### src/rtl/ld_port_mem.sv
// ld_port_mem: preloadable RAM that serves one handshake load port.
// Load addresses are accepted over a valid/ready channel. Read data comes back
// in order through a 2-entry output FIFO, so the consumer can apply backpressure.
// Optional feature macro: LD_PORT_MEM_STATS_EN adds the ld_count and stall_count
// statistics ports.
module ld_port_mem #(
    parameter int DATA_W = 32,
    parameter int ADDR_W = 4,
    parameter int DEPTH  = 16
) (
    input  logic              clock,
    input  logic              reset,
    input  logic              wr_en,
    input  logic [ADDR_W-1:0] wr_addr,
    input  logic [DATA_W-1:0] wr_data,
    input  logic [ADDR_W-1:0] ld_addr,
    input  logic              ld_addr_valid,
    output logic              ld_addr_ready,
    output logic [DATA_W-1:0] ld_data,
    output logic              ld_data_valid,
    input  logic              ld_data_ready,
    output logic              err
`ifdef LD_PORT_MEM_STATS_EN
    ,
    output logic [15:0]       ld_count,
    output logic [15:0]       stall_count
`endif
);

    // DEPTH widened by one bit so that DEPTH == 2**ADDR_W still compares correctly.
    localparam logic [ADDR_W:0] DEPTH_EXT = (ADDR_W + 1)'(DEPTH);
    localparam int IDX_W = (DEPTH > 1) ? $clog2(DEPTH) : 1;

    logic [DATA_W-1:0] r_mem [DEPTH];
    logic [DATA_W-1:0] r_fifo [2];
    logic              r_wrPtr;
    logic              r_rdPtr;
    logic [1:0]        r_count;
    logic              r_err;

    logic              w_wrInRange;
    logic              w_ldInRange;
    logic              w_push;
    logic              w_pop;
    logic [DATA_W-1:0] w_readData;

    assign w_wrInRange   = ({1'b0, wr_addr} < DEPTH_EXT);
    assign w_ldInRange   = ({1'b0, ld_addr} < DEPTH_EXT);

    // Ready depends only on reset and the registered count, never on ld_data_ready.
    assign ld_addr_ready = !reset && (r_count != 2'd2);
    assign ld_data_valid = (r_count != 2'd0);
    assign ld_data       = (r_count != 2'd0) ? r_fifo[r_rdPtr] : '0;
    assign err           = r_err;

    assign w_push        = ld_addr_valid && ld_addr_ready;
    assign w_pop         = ld_data_valid && ld_data_ready;

    // Read value: out-of-range loads return zero; a same-cycle write to the same address is forwarded.
    always_comb begin
        w_readData = '0;
        if (!w_ldInRange) begin
            w_readData = '0;
        end else if (wr_en && (wr_addr == ld_addr)) begin
            w_readData = wr_data;
        end else begin
            w_readData = r_mem[ld_addr[IDX_W-1:0]];
        end
    end

    // Preload storage: it has no reset, so its contents survive a reset. Out-of-range writes are dropped.
    always_ff @(posedge clock) begin
        if (wr_en && w_wrInRange) begin
            r_mem[wr_addr[IDX_W-1:0]] <= wr_data;
        end
    end

    // FIFO data slots: written on push only, with no reset, because an empty FIFO outputs zero anyway.
    always_ff @(posedge clock) begin
        if (!reset && w_push) begin
            r_fifo[r_wrPtr] <= w_readData;
        end
    end

    // FIFO pointers, occupancy count and the sticky out-of-range flag.
    always_ff @(posedge clock) begin
        if (reset) begin
            r_wrPtr <= 1'b0;
            r_rdPtr <= 1'b0;
            r_count <= 2'd0;
            r_err   <= 1'b0;
        end else begin
            if (w_push) begin
                r_wrPtr <= ~r_wrPtr;
                if (!w_ldInRange) begin
                    r_err <= 1'b1;
                end
            end
            if (w_pop) begin
                r_rdPtr <= ~r_rdPtr;
            end
            case ({w_push, w_pop})
                2'b10:   r_count <= r_count + 2'd1;
                2'b01:   r_count <= r_count - 2'd1;
                default: r_count <= r_count;
            endcase
        end
    end

`ifdef LD_PORT_MEM_STATS_EN
    logic [15:0] r_ldCount;
    logic [15:0] r_stallCount;

    assign ld_count    = r_ldCount;
    assign stall_count = r_stallCount;

    // Saturating counters for accepted loads and for cycles where the consumer stalls the head entry.
    always_ff @(posedge clock) begin
        if (reset) begin
            r_ldCount    <= 16'd0;
            r_stallCount <= 16'd0;
        end else begin
            if (w_push && (r_ldCount != 16'hFFFF)) begin
                r_ldCount <= r_ldCount + 16'd1;
            end
            if (ld_data_valid && !ld_data_ready && (r_stallCount != 16'hFFFF)) begin
                r_stallCount <= r_stallCount + 16'd1;
            end
        end
    end
`endif

endmodule
### config.mk
export PLATFORM = sky130hd
export DESIGN_NAME = ld_port_mem
export DESIGN_NICKNAME = d
export VERILOG_FILES = /design/src/rtl/ld_port_mem.sv
export SDC_FILE = /design/constraint.sdc
export NUM_CORES = 1
export LEC_CHECK = 0
export BUFFER_PORTS_ARGS = -buffer_cell sky130_fd_sc_hd__buf_2
export CELL_PAD_IN_SITES_DETAIL_PLACEMENT = 1
export CELL_PAD_IN_SITES_GLOBAL_PLACEMENT = 1
export CORE_MARGIN = 4
export CORE_UTILIZATION = 35
export DETAILED_ROUTE_END_ITERATION = 8
export PLACE_DENSITY = 0.68
export SLEW_MARGIN = 20
export SYNTH_ARGS = -nofsm -noshare
export SYNTH_HDL_FRONTEND = slang
export SYNTH_SLANG_ARGS = --single-unit
### constraint.sdc
create_clock -name clock -period 3.3 [get_ports clock]
set_input_delay 0.165 -clock clock [delete_from_list [all_inputs] [get_ports clock]]
set_output_delay 0.165 -clock clock [all_outputs]
set_load 0.02 [all_outputs]
==> results.txt, run 1 <==
port bufs - 78
first-pass GRT wire length - 79800 µm
Clock Latency Late Sink - 0.61 ns
Rows - 92
TritonCTS Sinks - 581
total grt overflow - 0
via/cell ratio - 5.21
Crit Path Max Fanout - 32
Root Buffer - clkbuf_16
Ports - 80
Period minus WS final - 2.19 ns
switching share of total power - 23.8%
Final Power - 16.2 mW
Required @ worst endpoint - 3.13 ns
height of the die - 260 µm
setup TNS - 0 ns
critical path type - reg -> out
via count - 10700
syn avg cell area - 22.0 µm²
die width - 260 µm
leakage power - 8.34 nW
PwrDens - 620 nW/µm²
routed wire length - 53800 µm
DRC - 0
RSZ-0062 raised after global routing - false
Pre-antenna DRT Iters - 5
setup-violating endpoint count in the final report - 0
postcts setup bufs - 0
share of cells above drive strength 1 - 31.3%
DR iter-0 viols - 965
Overall Global Routing Usage - 16.0%
combinational power share - 10.5%
Max VDD drop - 0.427 mV
Crit path arrival time - 2.02 ns
hold violation count in the final report - 0
CORE AREA - 63000 µm²
Starting Density - 35.3%
top cell type's share of synthesized area - 77.8%
Unique masters post-synth - 31
WHS - 0.167 ns
Area growth syn-to-layout - 17.6%
Sequential Power Share - 51.9%
Post-DP HPWL - 29300 µm
Bufs on Longest Clock Path - 3
Max-Cap Viols - 0
ANT nets after route - 0
Seq cells post-synth - 581
H-tree depth - 2
DIE AREA - 67600 µm²
post-synthesis sequential area ratio - 78.2%
vias in the first global route - 11800
count of pins over their slew limit - 0
number of enable flip-flop cells after synthesis - 576
Hold Path Class - in -> reg
antenna fix cells - 0
Pint - 12.4 mW
type of origin of the critical path - flip-flop
Post-Syn Nets - 1057
CTS tree - yes
Final GP Congestion - 0.705
Final period util - 66.3%
Max Fclk - 0.457 GHz
clock power share - 37.6%
initial antenna violation count - 4
Num CTS Buffers - 57
CP Capture Type - output pin
YS warnings - 0
leading area contributor after synthesis - edfxtp_1
Post-Syn Instances - 1011
CTS clk-pin slew, worst paths - 0.06 ns
Least-Margin Pin Slew - 0.778 ns
asr flop ratio synth - 0%
drt wl/cell - 26.1 µm
Area contributors post-synth - edfxtp_1, mux4_2, a22oi_1
Mapped Area - 22200 µm²
clk_skew - 0.0204 ns
Area after DPL - 24100 µm²
status - complete, no violations
largest net degree at the start of global routing - 48
Synth Flop Type - edfxtp_1
final net count - 1213
net switching power - 3.86 mW
Rel. slew slack - 48.0%
design area - 26200 µm²
## synth_stat cells (2+ instances only)
master / n
buf_2: 17
nor2_1: 52
a21oi_1: 2
nor2b_1: 2
xor2_1: 4
buf_1: 7
mux4_2: 129
nand2_1: 33
xnor2_1: 4
clkbuf_1: 30
a22oi_1: 62
nor3_1: 4
nand2b_1: 2
inv_1: 4
dfxtp_1: 5
mux2i_1: 32
mux2_2: 32
edfxtp_1: 576
nand3b_1: 2
## flip-flops by register name, indices dropped and copies added (netlist names), named ones only
signal   flops
r_mem      512
r_fifo      64
r_count      2
r_rdPtr      1
r_wrPtr      1
## per-layer routing
metal,part of all wire [%],GRT usage (%),vias to the layer above
li1,-,-,4544
met1,41,21.4,5792
met2,51,27.3,326
met3,5.8,2.96,80
met4,1.9,4.00,6
met5,0.073,0,-
## path summary, 6_finish.rpt
kind	start	end	slack, ns	depth (start not counted)
max	r_count[0]	ld_data[30]	1.11	4
min	ld_addr_valid	r_wrPtr	0.17	5
min reg2reg	r_rdPtr	r_rdPtr	0.53	2
max reg2reg	r_count[0]	r_fifo[1][7]	1.23	4
## layout make-up
class	count	area (µm²)
inverter	4	15.0
fill	5963	36800
tap	846	1060
clock buffer	73	1510
clock inverter	35	240
sequential	581	17400
multi-input combinational	370	4760
timing repair buffer	153	1190
## through the flow
stage	setup WS [ns]	cells	util [%]
floorplan	0.223	1011	-
global placement	0.919	1920	38.2
detailed placement	0.890	1920	38.2
CTS	1.03	2062	41.6
global route	0.922	2062	41.6
finish	1.11	2062	41.6
## cell families after synthesis
kind of cell,Yosys count,share of synthesized area [%]
compound gates,66,2.20
mux,193,16.1
simple gates,101,1.91
xor+xnor,8,0.315
other cells,1,0.0169
fa+ha+maj,1,0.0562
buf+inv,60,1.16
flops,581,78.2
## what timing repair did
item,CTS,global route
endpoints found under the hold margin,517,0
resized for setup,0,0
hold buffers,34,0
## critical path, cell delays in order, from the launching register on
cell and delay [ns]:
dfxtp_1 0.46, nor2_4 0.05, buf_4 0.30, nor2_1 0.35, buf_2 0.23
## power by group through the flow
stage	combinational, mW	sequential (mW)	clock [mW]
floorplan	0.992	8.55	0
global placement	1.66	8.56	0
detailed placement	1.70	8.58	0
CTS	1.74	8.42	6.24
global route	1.84	8.43	6.57
finish	1.70	8.42	6.10
## cells in the final DEF, fill, tap and decap left out, types with 2 or more instances in the layout
master / count
a21oi_1: 2
a22oi_1: 62
and2_1: 2
buf_12: 11
buf_2: 76
buf_4: 31
bufinv_16: 2
clkbuf_1: 15
clkbuf_16: 58
clkinv_1: 17
clkinv_2: 12
clkinv_4: 2
dfxtp_1: 4
dlygate4sd3_1: 34
edfxtp_1: 576
inv_1: 4
mux2_2: 32
mux2i_1: 32
mux4_2: 129
nand2_1: 33
nand2b_1: 2
nand3b_1: 2
nor2_1: 36
nor2_4: 16
nor2b_4: 2
nor3_2: 3
xnor2_1: 4
xor2_1: 4
Note: power is estimated with default switching activity, not from simulation.
==> inputs of run 2 (changes only) <==
Clock period 3.3 ns to 1.8 ns, I/O delays scaled along.
==> results.txt, run 2 (synthesis results as in run 1) <==
CORE AREA - 63000 µm² (unchanged)
largest net degree at the start of global routing - 46 (-4.2%)
Final GP Congestion - 0.732 (+3.8%)
top sig layer - met5
initial antenna violation count - 2 (-2)
share of cells above drive strength 1 - 35.9% (+4.6 points)
Rel. slew slack - 37.5% (-10 points)
PwrDens - 1140 nW/µm² (+84%)
Post-DP HPWL - 31100 µm (+6.2%)
Buf+Inv Stages, Crit Path - 2 (unchanged)
Critical-path top delay cell - dfxtp_4
CP Capture Type - output pin
CTS clk-pin slew, worst paths - 0.06 ns (about the same)
routed wl met2 - 28500 µm (+4.4%)
first-pass GRT wire length - 82400 µm (+3.3%)
setup-violating endpoint count in the final report - 27 (+27)
die width - 260 µm (unchanged)
design area - 27200 µm² (+3.9%)
Max-Cap Viols - 0 (unchanged)
routed wl met3 - 3240 µm (+3.4%)
Pre-antenna DRT Iters - 5 (unchanged)
TritonCTS Sinks - 581 (unchanged)
Max Fclk - 0.524 GHz
Starting Density - 35.3% (unchanged)
DR iter-0 viols - 1056 (+9.4%)
DRC - 0 (unchanged)
type of origin of the critical path - flip-flop
worst path cell trace - buf_12 > mux2i_4 > nor2_2 > buf_4
DIE AREA - 67600 µm² (unchanged)
RSZ-0062 raised after global routing - true
vias in the first global route - 11900 (+0.70%)
routed wire length - 56600 µm (+5.2%)
leakage power - 8.74 nW (+4.8%)
WHS - 0.0769 ns (-0.0900 ns)
Ports - 80 (unchanged)
Clock Latency Late Sink - 0.63 ns (+0.02 ns)
PnR worst setup slack - -0.110 ns (-1.22 ns)
setup TNS - -1.64 ns (-1.64 ns)
final net count - 1254 (+3.4%)
Hold Path Class - in -> reg
Crit path arrival time - 1.82 ns (-0.20 ns)
Required @ worst endpoint - 1.71 ns (-1.42 ns)
Area growth syn-to-layout - 22.3%
Overall Global Routing Usage - 16.8% (+0.75 points)
Num CTS Buffers - 59 (+3.5%)
most common library cell in the layout ignoring fill and taps - edfxtp_1
CTS tree - yes
fillers - 5888 (-1.3%)
hold violation count in the final report - 0 (unchanged)
drt wl/cell - 26.9 µm (+3.3%)
Area after DPL - 24600 µm² (+2.4%)
failing checks - setup timing
ANT nets after route - 0 (unchanged)
count of pins over their slew limit - 0 (unchanged)
Least-Margin Pin Slew - 0.935 ns (+0.157 ns)
Crit Path Max Fanout - 11 (-66%)
Final Power - 31.1 mW (+92%)
status - finished with violations
via/cell ratio - 5.22 (about the same)
Rows - 92 (unchanged)
Util after Layout - 43.2% (+1.6 points)
via count - 11000 (+1.9%)
Max VDD drop - 0.784 mV (+83%)
slowest cell delay on critical path - 0.39 ns (-0.07 ns)
height of the die - 260 µm (unchanged)
critical path type - reg -> out
port bufs - 78 (unchanged)
Root Buffer - clkbuf_16
Final period util - 106%
commonest cells after routing, fill and taps aside - edfxtp_1, mux4_2, buf_2, a22oi_1, clkbuf_16
total grt overflow - 0 (unchanged)
Period minus WS final - 1.91 ns
flip-flop count of the largest register after layout - 512 (unchanged)
delay-heaviest family, CP - flip-flops
M1 WL - 24000 µm (+7.6%)
clk_skew - 0.0289 ns (+0.00854 ns)
H-tree depth - 2 (unchanged)
Bufs on Longest Clock Path - 3 (unchanged)
-- run 2: per-layer routing --
metal / global-route usage [%] / vias to the layer above
met5: 0 / -
li1: - / 4627
met3: 3.33 / 64
met2: 28.2 / 337
met4: 3.49 / 2
met1: 22.9 / 5922
-- run 2: power breakdown --
part / switching, mW / leakage, nW / internal [mW]
registers: 0.156 / 5.26 / 15.3
clock network: 4.97 / 0.901 / 6.72
logic: 2.21 / 2.58 / 1.69
total: 7.34 / 8.74 / 23.7
-- run 2: cell type report --
type / instances / area [µm²] / share of cell area, %
inverters: 4 / 15.0 / 0.0552
well taps: 846 / 1060 / 3.89
repair buffers: 192 / 1920 / 7.05
clock buffers: 74 / 1530 / 5.64
flip-flops and latches: 581 / 17400 / 64.0
multi-input cells: 370 / 4950 / 18.2
clock inverters: 32 / 305 / 1.12
diodes: 1 / 2.50 / 0.00920
-- run 2: worst paths after layout --
check / start / to / slack, ns / cells after the start
hold / removal: ld_addr_valid / r_wrPtr / 0.08 / 6
setup reg to reg: r_mem[15][30] / r_fifo[1][30] / -0.07 / 3
hold reg to reg: r_rdPtr / r_rdPtr / 0.52 / 2
setup / recovery: flip-flop / ld_data[0] / -0.11 / 4
-- run 2: through the flow --
| stage | worst slack, ns | cells |
|---|---|---|
| floorplan | -0.275 | 1011 |
| global placement | -0.241 | 1952 |
| detailed placement | -0.264 | 1952 |
| CTS | -0.145 | 2096 |
| global route | -0.185 | 2099 |
| finish | -0.110 | 2100 |
-- run 2: what timing repair did --
action | 4_1_cts | 5_1_grt
endpoints found under the hold margin | 523 | 0
hold buffers | 35 | 0
gates cloned | 2 | 1
pin swaps | 1 | 3
setup buffers | 1 | 2
endpoints found under the setup margin | 32 | 39
resized for setup | 35 | 23
-- run 2: worst reg2reg max path, delay by kind of cell (launching register included) --
kind | cells | cell delay [ns]
DFF | 1 | 0.38
muxes | 3 | 1.24
==> inputs of run 3 (changes only) <==
Settings changed: ABC_CLOCK_PERIOD_IN_PS set to 2100, PLACE_DENSITY 0.68 to 0.66.
Clock period 1.8 ns to 2.1 ns, I/O delays scaled along.
==> results.txt, run 3 (synthesis results as in run 1) <==
status - complete, no violations
initial antenna violation count - 2 (unchanged)
Hold Path Class - in -> reg
setup TNS - 0 ns (+1.64 ns)
GR Util met1 - 22.5% (-0.39 points)
Crit path arrival time - 1.91 ns (+0.09 ns)
port bufs - 78 (unchanged)
first-pass GRT wire length - 81600 µm (-0.97%)
Max VDD drop - 0.618 mV (-21%)
DRC - 0 (unchanged)
largest net degree at the start of global routing - 39 (-15%)
combinational power share - 11.2% (-1.4 points)
via/cell ratio - 5.20 (-0.29%)
Least-Margin Pin Slew - 1.10 ns (+0.170 ns)
Area growth syn-to-layout - 18.9%
Max Fclk - 0.497 GHz
Overall Global Routing Usage - 16.5% (-0.23 points)
PwrDens - 960 nW/µm² (-16%)
RSZ-0062 raised after global routing - false
TritonCTS Sinks - 581 (unchanged)
Pint - 19.3 mW (-19%)
Pre-antenna DRT Iters - 5 (unchanged)
flip-flop count of the largest register after layout - 512 (unchanged)
CTS tree - yes
GRT busiest layer - met2
total grt overflow - 0 (unchanged)
Starting Density - 35.3% (unchanged)
CORE AREA - 63000 µm² (unchanged)
DIE AREA - 67600 µm² (unchanged)
via count - 10700 (-1.9%)
routed wire length - 55400 µm (-2.2%)
height of the die - 260 µm (unchanged)
Rel. slew slack - 26.2% (-11 points)
Sequential Power Share - 52.3% (+2.5 points)
H-tree depth - 2 (unchanged)
Bufs on Longest Clock Path - 3 (unchanged)
DR iter-0 viols - 1032 (-2.3%)
GR Util met2 - 28.4% (+0.22 points)
setup-violating endpoint count in the final report - 0 (-100%)
Post-DP HPWL - 28600 µm (-8.1%)
fillers - 5907 (+0.32%)
fin cells - 2067 (-1.6%)
share of cells above drive strength 1 - 31.4% (-4.5 points)
placed insts - 1925 (-1.4%)
GR met3 Demand/Resource - 2.72% (-0.61 points)
Root Buffer - clkbuf_16
hold violation count in the final report - 0 (unchanged)
Rows - 92 (unchanged)
ANT nets after route - 0 (unchanged)
clk_skew - 0.0238 ns (-0.00507 ns)
Period minus WS final - 2.01 ns
Worst Reg-to-Reg Cells - 5 (+2)
final net count - 1222 (-2.6%)
Required @ worst endpoint - 2.00 ns (+0.29 ns)
Clock Latency Late Sink - 0.62 ns (about the same)
Crit Path Max Fanout - 7 (-4)
clock power share - 36.5% (-1.1 points)
Util after Layout - 42.0% (-1.2 points)
Final GP Congestion - 0.714 (-2.5%)
antenna fix cells - 0 (-1)
Ports - 80 (unchanged)
hold depth - 5 (-1)
Num CTS Buffers - 57 (-3.4%)
critical path type - reg -> out
Max-Cap Viols - 0 (unchanged)
commonest cells after routing, fill and taps aside - edfxtp_1, mux4_2, buf_2, a22oi_1, clkbuf_16
count of pins over their slew limit - 0 (unchanged)
most common library cell in the layout ignoring fill and taps - edfxtp_1
switching share of total power - 23.8% (+0.22 points)
drt wl/cell - 26.8 µm (-0.60%)
die width - 260 µm (unchanged)
vias in the first global route - 11700 (-1.3%)
Final period util - 95.8%
net switching power - 6.05 mW (-18%)
CTS clk-pin slew, worst paths - 0.06 ns (about the same)
type of origin of the critical path - flip-flop
leakage power - 8.40 nW (-3.8%)
CP Capture Type - output pin
-- run 3: layer usage --
metal / wire [µm] / share of wire [%]
met5: 21 / 0.038
met4: 780 / 1.4
met3: 2680 / 4.8
met2: 28400 / 51
met1: 23500 / 42
-- run 3: cell type report --
class                      instances  area, µm²  share of cell area [%]
clock buffer                      74       1490                    5.64
clock inverter                    30        159                   0.601
inverter                           4       15.0                  0.0568
multi-input combinational        370       4780                    18.1
sequential                       581      17400                    65.8
tap                              846       1060                    4.00
timing repair buffer             162       1540                    5.81
-- run 3: path summary, 6_finish.rpt --
path | slack, ns | startpoint | end
hold reg to reg | 0.51 | r_rdPtr | r_rdPtr
hold / removal | 0.11 | ld_addr_valid | r_wrPtr
setup reg to reg | 0.20 | r_count[0] | r_count[1]
setup / recovery | 0.09 | flip-flop | ld_data[27]
-- run 3: critical path: stages (launching register included) --
cell     delay (ns)
dfxtp_4        0.46
buf_12         0.16
mux2i_1        0.41
nor2_1         0.08
buf_2          0.17
-- run 3: what timing repair did --
action / 4_1_cts / 5_1_grt
hold endpoints to repair: 517 / 0
hold buffers: 35 / 0
buffers inserted: 3 / 0
pin swaps: 0 / 0
setup endpoints to repair: 31 / 1
gates resized for setup: 7 / 1
-- run 3: stage by stage --
step	power [mW]	setup slack, ns	instance area, µm²	hold WS (ns)
6_report	25.4	0.0877	26400	0.106
5_1_grt	26.4	0.0119	26400	0.122
3_3_place_gp	16.2	0.0474	24300	0.371
2_1_floorplan	15.0	-0.917	22300	0.174
3_5_place_dp	16.3	-0.00348	24400	0.372
4_1_cts	25.7	0.0254	26400	0.0709
-- run 3: power by group through the flow --
stage                     Combinational, mW  Sequential [mW]  Clock, mW
final                                  2.85             13.3       9.26
after global routing                   3.08             13.3       10.0
after CTS                              2.91             13.3       9.49
after detailed placement               2.72             13.5          0
after global placement                 2.67             13.5          0
after floorplan                        1.56             13.4          0
